`config.mk`:
```
export PLATFORM = sky130hd
export DESIGN_NAME = mod503_residue_accumulator
export DESIGN_NICKNAME = d
export VERILOG_FILES = /design/src/rtl/mod503_pkg.sv /design/src/rtl/mod503_add.sv /design/src/rtl/mod503_residue_accumulator.sv
export SDC_FILE = /design/constraint.sdc
export NUM_CORES = 1
export LEC_CHECK = 0
export ABC_AREA = 0
export CORE_MARGIN = 3
export CORE_UTILIZATION = 44
export DETAILED_ROUTE_END_ITERATION = 7
export DONT_BUFFER_PORTS = 1
export GPL_TIMING_DRIVEN = 0
export SLEW_MARGIN = 20
export SYNTH_ARGS = -nofsm -noshare
export SYNTH_HDL_FRONTEND = slang
export SYNTH_HIERARCHICAL = 1
export SYNTH_SLANG_ARGS = --single-unit
```
`constraint.sdc`:
```
create_clock -name clk -period 5.4 [get_ports clk]
set_input_delay 0.81 -clock clk [delete_from_list [all_inputs] [get_ports clk]]
set_output_delay 0.81 -clock clk [all_outputs]
set_load 0.01 [all_outputs]
```
`src/rtl/mod503_pkg.sv`:
```
// Shared definitions for the mod-503 residue datapath.
// Holds the modulus, the residue width, the default frame length, the residue
// type and the accumulator FSM state encoding.
package mod503_pkg;

    localparam int unsigned MODULUS    = 503;
    localparam int unsigned RES_W      = 9;
    localparam int unsigned NUM_CHUNKS = 84;  // ceil(500 / 6) LUT slices per operand

    typedef logic [RES_W-1:0] residue_t;

    typedef enum logic [1:0] {
        IDLE,
        ACCUM,
        DONE
    } state_t;

endpackage

```
`src/rtl/mod503_add.sv`:
```
// Combinational modular adder: sum_o = (a_i + b_i) mod MODULUS.
// Both operands are expected in [0, MODULUS-1], so one conditional subtract
// is enough.
//
// Optional feature (macro MOD503_RANGE_CHECK_EN):
//   defined   - b_i >= MODULUS is pre-reduced by one MODULUS before the add
//               and flagged on range_err_o.
//   undefined - b_i is trusted; range_err_o is tied low.
//
// Ports:
//   a_i         residue operand (must already be reduced)
//   b_i         residue operand (incoming LUT residue)
//   sum_o       (a_i + b_i) mod MODULUS
//   range_err_o b_i was out of range (only with MOD503_RANGE_CHECK_EN)
module mod503_add
    import mod503_pkg::*;
(
    input  residue_t a_i,
    input  residue_t b_i,
    output residue_t sum_o,
    output logic     range_err_o
);

    localparam logic [RES_W:0] ModW = (RES_W + 1)'(MODULUS);

    residue_t       b_red;
    logic [RES_W:0] s;

`ifdef MOD503_RANGE_CHECK_EN
    // A 9-bit value is below 2*MODULUS, so one subtract brings it into range.
    always_comb begin
        range_err_o = ({1'b0, b_i} >= ModW);
        b_red       = range_err_o ? RES_W'({1'b0, b_i} - ModW) : b_i;
    end
`else
    assign range_err_o = 1'b0;
    assign b_red       = b_i;
`endif

    // One extra bit holds the raw sum, which is at most 2*(MODULUS-1).
    assign s     = {1'b0, a_i} + {1'b0, b_red};
    assign sum_o = (s >= ModW) ? RES_W'(s - ModW) : s[RES_W-1:0];

endmodule

```
`src/rtl/mod503_residue_accumulator.sv`:
```
// Accumulates a frame of per-chunk LUT residues modulo MODULUS and emits the
// residue of the whole operand over a valid/ready handshake.
//
// A frame ends on the first accepted beat that carries in_last_i or brings
// the beat count to NUM_CHUNKS. If those two disagree, out_err_o is set.
// With MOD503_RANGE_CHECK_EN defined, out-of-range residues are pre-reduced
// and also raise out_err_o for the frame.
//
// Ports:
//   clk          rising-edge clock
//   rst_n        asynchronous active-low reset
//   in_valid_i   residue beat valid
//   in_ready_o   beat can be accepted (low while a result is pending)
//   in_res_i     residue of the current chunk
//   in_last_i    final chunk of the frame
//   out_valid_o  frame result valid
//   out_ready_i  consumer accepts the result
//   out_res_o    operand mod MODULUS (holds its value after the handshake)
//   out_err_o    frame-length mismatch or range fault, qualified by out_valid_o
module mod503_residue_accumulator #(
    parameter int unsigned NUM_CHUNKS = mod503_pkg::NUM_CHUNKS
) (
    input  logic                 clk,
    input  logic                 rst_n,
    input  logic                 in_valid_i,
    output logic                 in_ready_o,
    input  mod503_pkg::residue_t in_res_i,
    input  logic                 in_last_i,
    output logic                 out_valid_o,
    input  logic                 out_ready_i,
    output mod503_pkg::residue_t out_res_o,
    output logic                 out_err_o
);

    import mod503_pkg::*;

    localparam int unsigned      CNT_W   = $clog2(NUM_CHUNKS + 1);
    localparam logic [CNT_W-1:0] LastCnt = CNT_W'(NUM_CHUNKS);

    state_t           state_q, state_d;
    residue_t         acc_q, acc_d;
    logic [CNT_W-1:0] cnt_q, cnt_d, cnt_inc;
    logic             out_valid_q, out_valid_d;
    residue_t         out_res_q, out_res_d;
    logic             out_err_q, out_err_d;
    logic             fault_q, fault_d;  // sticky range fault for the current frame

    residue_t sum;
    logic     range_err;
    logic     accept;
    logic     hit_max;
    logic     frame_end;

    // acc_q is always zero in IDLE, so the first beat passes through the
    // adder unchanged and no separate load path is needed.
    mod503_add u_add (
        .a_i         (acc_q),
        .b_i         (in_res_i),
        .sum_o       (sum),
        .range_err_o (range_err)
    );

    assign in_ready_o  = (state_q != DONE);
    assign out_valid_o = out_valid_q;
    assign out_res_o   = out_res_q;
    assign out_err_o   = out_err_q;

    assign accept    = in_valid_i & in_ready_o;
    assign cnt_inc   = cnt_q + CNT_W'(1);
    assign hit_max   = (cnt_inc == LastCnt);
    assign frame_end = in_last_i | hit_max;

    always_comb begin
        state_d     = state_q;
        acc_d       = acc_q;
        cnt_d       = cnt_q;
        out_valid_d = out_valid_q;
        out_res_d   = out_res_q;
        out_err_d   = out_err_q;
        fault_d     = fault_q;

        unique case (state_q)
            IDLE, ACCUM: begin
                if (accept) begin
                    acc_d   = sum;
                    cnt_d   = cnt_inc;
                    fault_d = fault_q | range_err;
                    if (frame_end) begin
                        state_d     = DONE;
                        out_valid_d = 1'b1;
                        out_res_d   = sum;
                        out_err_d   = (in_last_i ^ hit_max) | fault_q | range_err;
                    end else begin
                        state_d = ACCUM;
                    end
                end
            end
            DONE: begin
                if (out_ready_i) begin
                    state_d     = IDLE;
                    acc_d       = '0;
                    cnt_d       = '0;
                    out_valid_d = 1'b0;
                    out_err_d   = 1'b0;
                    fault_d     = 1'b0;
                end
            end
            default: begin
                state_d = IDLE;
            end
        endcase
    end

    always_ff @(posedge clk or negedge rst_n) begin
        if (!rst_n) begin
            state_q     <= IDLE;
            acc_q       <= '0;
            cnt_q       <= '0;
            out_valid_q <= 1'b0;
            out_res_q   <= '0;
            out_err_q   <= 1'b0;
            fault_q     <= 1'b0;
        end else begin
            state_q     <= state_d;
            acc_q       <= acc_d;
            cnt_q       <= cnt_d;
            out_valid_q <= out_valid_d;
            out_res_q   <= out_res_d;
            out_err_q   <= out_err_d;
            fault_q     <= fault_d;
        end
    end

endmodule

```
==> results.ini, run 1 <==
[place]
dp_hpwl_um=3650
place_inst=262
gp_congestion=0.873
port_buffers=0
place_worst_setup_slack_ps=1800
placed_cell_area_mm2=0.00225

[finish]
final_common_cell=dfrtp_1
drive_above_1_share_pct=18.7
final_core_util_pct=51.2
fillers=444
fin_cells=268
syn_to_final_growth_pct=7.55
n_antenna_cell=0
final_cell_mix=dfrtp_1, ha_1, a32o_1
design_area_mm2=0.00233
seqCellArea_um2=751
multi_input_area_mm2=0.00133
final_nets=231

[logic_synthesis]
avgSynthCellArea_um2=11.0
synthArstFlopShare_pct=100
netlist_area_mm2=0.00217
ys.flop_type=dfrtp_1
synth-seq-cells=30
synth_edf_count=0
seq_area_frac_synth_pct=34.6
synth.distinct_cells=65
syn-num-nets=224
syn_inst=197
yosys_warnings=6

[clocking]
cts_buffers=5
path_clk_slew_ps=60
clockBufferDepth=2
cts_setup_buffers=0
cts.repair.resized=0
cts_tree=built
clkSinkCount=30
clock_latency_ps=270
ctsHoldBuffers=0
clock-root-buffer=clkbuf_8
cts.htree.levels=2

[routing]
postRouteAntennaNets=0
vias=1624
routed_wl_um=4650
via_per_inst=6.06
firstDrtPassIters=4
wl_per_cell_um=17.4
drt_iter0_drc=115
drc=0

[sta]
finalSetupViolCount=0
rsz0062_at_grt=false
min_period_ps=3310
worst_slack_ps=2090
fmax_mhz=302
slew_headroom_pct=65.1
max_slew.worst_pin.slew_ps=524
fin_crit_sh_pct=61.4
whs_ps=227
maxSlewViolCount=0
hold_violations=0
finClkSkew_ps=5.54
tns_ps=0

[floorplanning]
io_pins=26
fp.dieH_um=76.2
die_w_um=76.2
dieArea_mm2=0.00581
rows=24
start_util_pct=47.6
core_mm2=0.00456

[setup_path]
cp-start-kind=input pin
worst-r2r-cell-count=9
slowest_delay_ps=440
crit_slowest_cell=fa_1
crit_path_max_fanout=5
timing.setup.critical_path_class=in2reg
crit_required_ps=5560
cp-end-kind=register
r2r-start=acc_q[0]
worstPathCellList=ha_1 > fa_1 > a21o_1 > a221oi_1 > xnor2_1 > o31ai_4 > o31ai_4 > mux2_1 > mux2_4
cp_common_cell=o31ai_4
r2r_setup_slack_ps=2200
rr_endpoint=out_res_o[1]
cp_data_arrival_time_ps=3470

[global_routing]
grt.overflow.total=0
grt_pass1_vias=1632
grt_pass1_wl_um=7890
grt_usage_pct=16.7
grt_max_degree=31
antenna_found_initial=0

[outcome]
status=finished, final reports clean

[flow_run]
drv_cap=0

[power]
power_mw=1.54
leakage_nw=1.01
seq_power_share_pct=27.1
combPwrFrac_pct=61.6
pwr_density_cell_mw_per_mm2=661
peakVddDrop_mv=0.275
p_int_mw=0.835
clock_power_share_pct=11.3
switching_share_pct=45.8
p_sw_mw=0.707

[min_path]
hp-class=in2async

-- Yosys cell counts, types with 4 or more instances --
cell     number  area (µm²)
dfrtp_1      30         751
ha_1         12         150
a32o_1       10         100
a21oi_1       9        45.0
mux2_4        8         120
nand2_1       8        30.0
nand3_1       7        35.0
nor2_1        7        26.3
o21ai_0       6        30.0
a21o_1        5        37.5
buf_2         5        25.0
a31oi_1       4        25.0
inv_1         4        15.0
mux2i_1       4        40.0
nor3_1        4        20.0
xnor2_1       4        35.0
-- power by group through the flow --
| stage | logic, mW | clock network [mW] | registers [mW] |
|---|---|---|---|
| 2_1_floorplan | 0.784 | 0 | 0.394 |
| 3_3_place_gp | 0.911 | 0 | 0.418 |
| 3_5_place_dp | 0.945 | 0 | 0.422 |
| 4_1_cts | 0.950 | 0.179 | 0.420 |
| 5_1_grt | 1.04 | 0.192 | 0.432 |
| 6_report | 0.949 | 0.174 | 0.419 |
-- logic make-up after synthesis --
kind of cell	Yosys count	share of synthesized area (%)
mux	14	8.42
flops	30	34.6
buf+inv	15	4.15
xor+xnor	10	5.07
fa+ha+maj	13	7.84
other cells	1	0.173
simple gates	49	13.4
compound gates	65	26.3
-- sequential cells by signal, indices dropped and copies added (netlist names) --
register / flops
acc_q: 9
out_err_o: 1
state_q: 2
out_res_o: 9
out_valid_o: 1
cnt_q: 7
fault_q: 1
-- worst max-delay path: cells and delay by family --
family                   cells  cell delay [ps]
AO/OA/AOI/OAI                4             1070
adder cells (fa/ha/maj)      2              650
multiplexers                 2              650
XOR/XNOR                     1              280
-- cell type report --
cell class	instances	area share, %
buffer	10	3.05
tap	65	3.48
clock buffer	6	3.54
sequential	30	32.2
inverter	5	0.804
multi-input combinational	152	57.0
-- routing by layer --
layer  track usage, %  part of all wire, %  up-vias
met5                0                    0        -
met4             4.17                 0.65        0
met3             4.61                  5.5        7
met2             26.4                   46       47
met1             22.5                   47      789
li1                 -                    -      781
-- how the worst max path moves through the flow --
stage / from / depth (start not counted) / to / slack [ps]
after floorplan: in_res_i[0] / 9 / out_res_o[3] / 2050
after global placement: in_res_i[0] / 9 / out_res_o[1] / 1840
after detailed placement: in_res_i[0] / 9 / out_res_o[1] / 1800
after CTS: in_res_i[0] / 9 / out_res_o[1] / 2090
after global routing: in_res_i[0] / 9 / out_res_o[1] / 1940
final: in_res_i[0] / 9 / out_res_o[1] / 2090
Note: power is estimated with default switching activity, not from simulation.
==> run 2, diff against run 1 <==
Clock period 5.4 ns to 2.8 ns, I/O delays scaled along.
==> run 2 against run 1 <==
- non-clock buffer count up 16
- largest cell class unchanged
- die area unchanged
- the run now ends with setup timing left
- critical endpoint is now out_res_o[3]
- clock power increased by 130%
==> results.ini, run 2 (synthesis results as in run 1) <==
[outcome]
status=complete, but fails checks
violations=setup timing

[sta]
worst_slack_ps=-48.0
rsz0062_at_grt=true
finalSetupViolCount=3
fmax_mhz=351
hold_violations=0
finClkSkew_ps=6.27
maxSlewViolCount=0
fin_crit_sh_pct=102
min_period_ps=2850

[setup_path]
crit_required_ps=2960
cp-start-kind=register
timing.setup.critical_path_class=reg2reg
crit_path_max_fanout=4
cp-end-kind=register
cp_data_arrival_time_ps=3010

[global_routing]
busiest_layer=met2
grt_pass1_wl_um=8050
use_met3_pct=4.26
grt_usage_pct=17.0
antenna_found_initial=0
gr-usage-met2_pct=26.2
grt.overflow.total=0
grt_pass1_vias=1646
met1_usage_pct=23.3
grt_max_degree=31

[clocking]
cts_tree=built
cts.htree.levels=2
clock_latency_ps=280
clockBufferDepth=2
clock-root-buffer=clkbuf_8
cts_buffers=5
clkSinkCount=30
path_clk_slew_ps=60

[finish]
drive_above_1_share_pct=29.9
syn_to_final_growth_pct=19.4
final_nets=247
final_common_cell=dfrtp_1
final_cell_mix=dfrtp_1, buf_4, ha_1
fillers=421
n_antenna_cell=0
final_core_util_pct=56.8

[power]
combPwrFrac_pct=65.3
pwr_density_cell_mw_per_mm2=1340
p_sw_mw=1.51
p_int_mw=1.97
clock_power_share_pct=11.5
seq_power_share_pct=23.2
peakVddDrop_mv=0.616
switching_share_pct=43.3
leakage_nw=1.13

[routing]
via_per_inst=5.93
postRouteAntennaNets=0
vias=1696
routed_wl_um=4820
drt_iter0_drc=115
wl_per_cell_um=16.9
firstDrtPassIters=4
drc=0

[place]
gp_congestion=0.874
port_buffers=0
dp_hpwl_um=3530
place_worst_setup_slack_ps=-175

[floorplanning]
core_mm2=0.00456
start_util_pct=47.6
rows=24
dieArea_mm2=0.00581
die_w_um=76.2
fp.dieH_um=76.2
io_pins=26

[min_path]
hp-class=in2reg

[flow_run]
drv_cap=0

-- run 2: cell types whose count changed in the layout (fill, tap and decap cells not counted), sizes merged --
cell	change
clkbuf	+1
dlygate4sd3	+1
buf	+16
-- run 2: metrics by stage --
stage               cell area (µm²)  cells  hold WS (ps)  setup TNS (ps)  power [mW]
detailed placement             2270    262           125            -572        2.65
finish                         2590    286           237           -80.3        3.48
CTS                            2550    285           225               0        3.37
global placement               2270    262           125            -500        2.59
global route                   2590    286           215            -735        3.75
floorplan                      2190    197           124               0        2.30
-- run 2: final timing paths --
kind / endpoint / cells past startpoint / slack, ps / from
worst min register to register: acc_q[8] / 1 / 500 / acc_q[8]
min in group asynchronous: out_res_o[0] / 2 / 580 / rst_n
max in group asynchronous: acc_q[7] / 2 / 2050 / rst_n
worst max register to register: out_res_o[3] / 9 / -50 / acc_q[0]
worst max-delay path: out_res_o[3] / 9 / -50 / acc_q[0]
worst min-delay path: fault_q / 1 / 240 / out_ready_i
-- run 2: timing repair --
item,4_1_cts,5_1_grt
setup buffers,13,2
gates resized for setup,4,8
setup endpoints to repair,6,14
hold buffers,2,0
pin swaps,12,13
endpoints found under the hold margin,30,0
-- run 2: final cells by class --
type | instances | area, µm² | share of cell area, %
multi-input combinational | 152 | 1410 | 54.5
sequential | 30 | 751 | 29.0
timing repair buffer | 17 | 150 | 5.79
clock buffer | 8 | 110 | 4.25
tap | 65 | 81.3 | 3.14
buffer | 9 | 67.6 | 2.61
inverter | 5 | 18.8 | 0.724
-- run 2: critical path, stage by stage (launching register included) --
cell and delay (ps):
dfrtp_1 400, ha_4 180, fa_2 550, ha_1 180
nand2_1 100, nand4b_1 220, nand3_4 130, or4_1 520
o311a_1 180, mux2_4 260
-- run 2: routing by layer --
metal  part of all wire (%)  up-vias
li1                       -      811
met1                     47      837
met2                     47       39
met3                    4.4        9
met4                    1.6        0
met5                      0        -
-- run 2: power groups by stage --
stage / Sequential (mW) / Combinational [mW] / Clock [mW]
detailed placement: 0.814 / 1.84 / 0
finish: 0.806 / 2.28 / 0.401
floorplan: 0.760 / 1.54 / 0
global placement: 0.806 / 1.79 / 0
CTS: 0.811 / 2.15 / 0.414
global route: 0.836 / 2.48 / 0.433
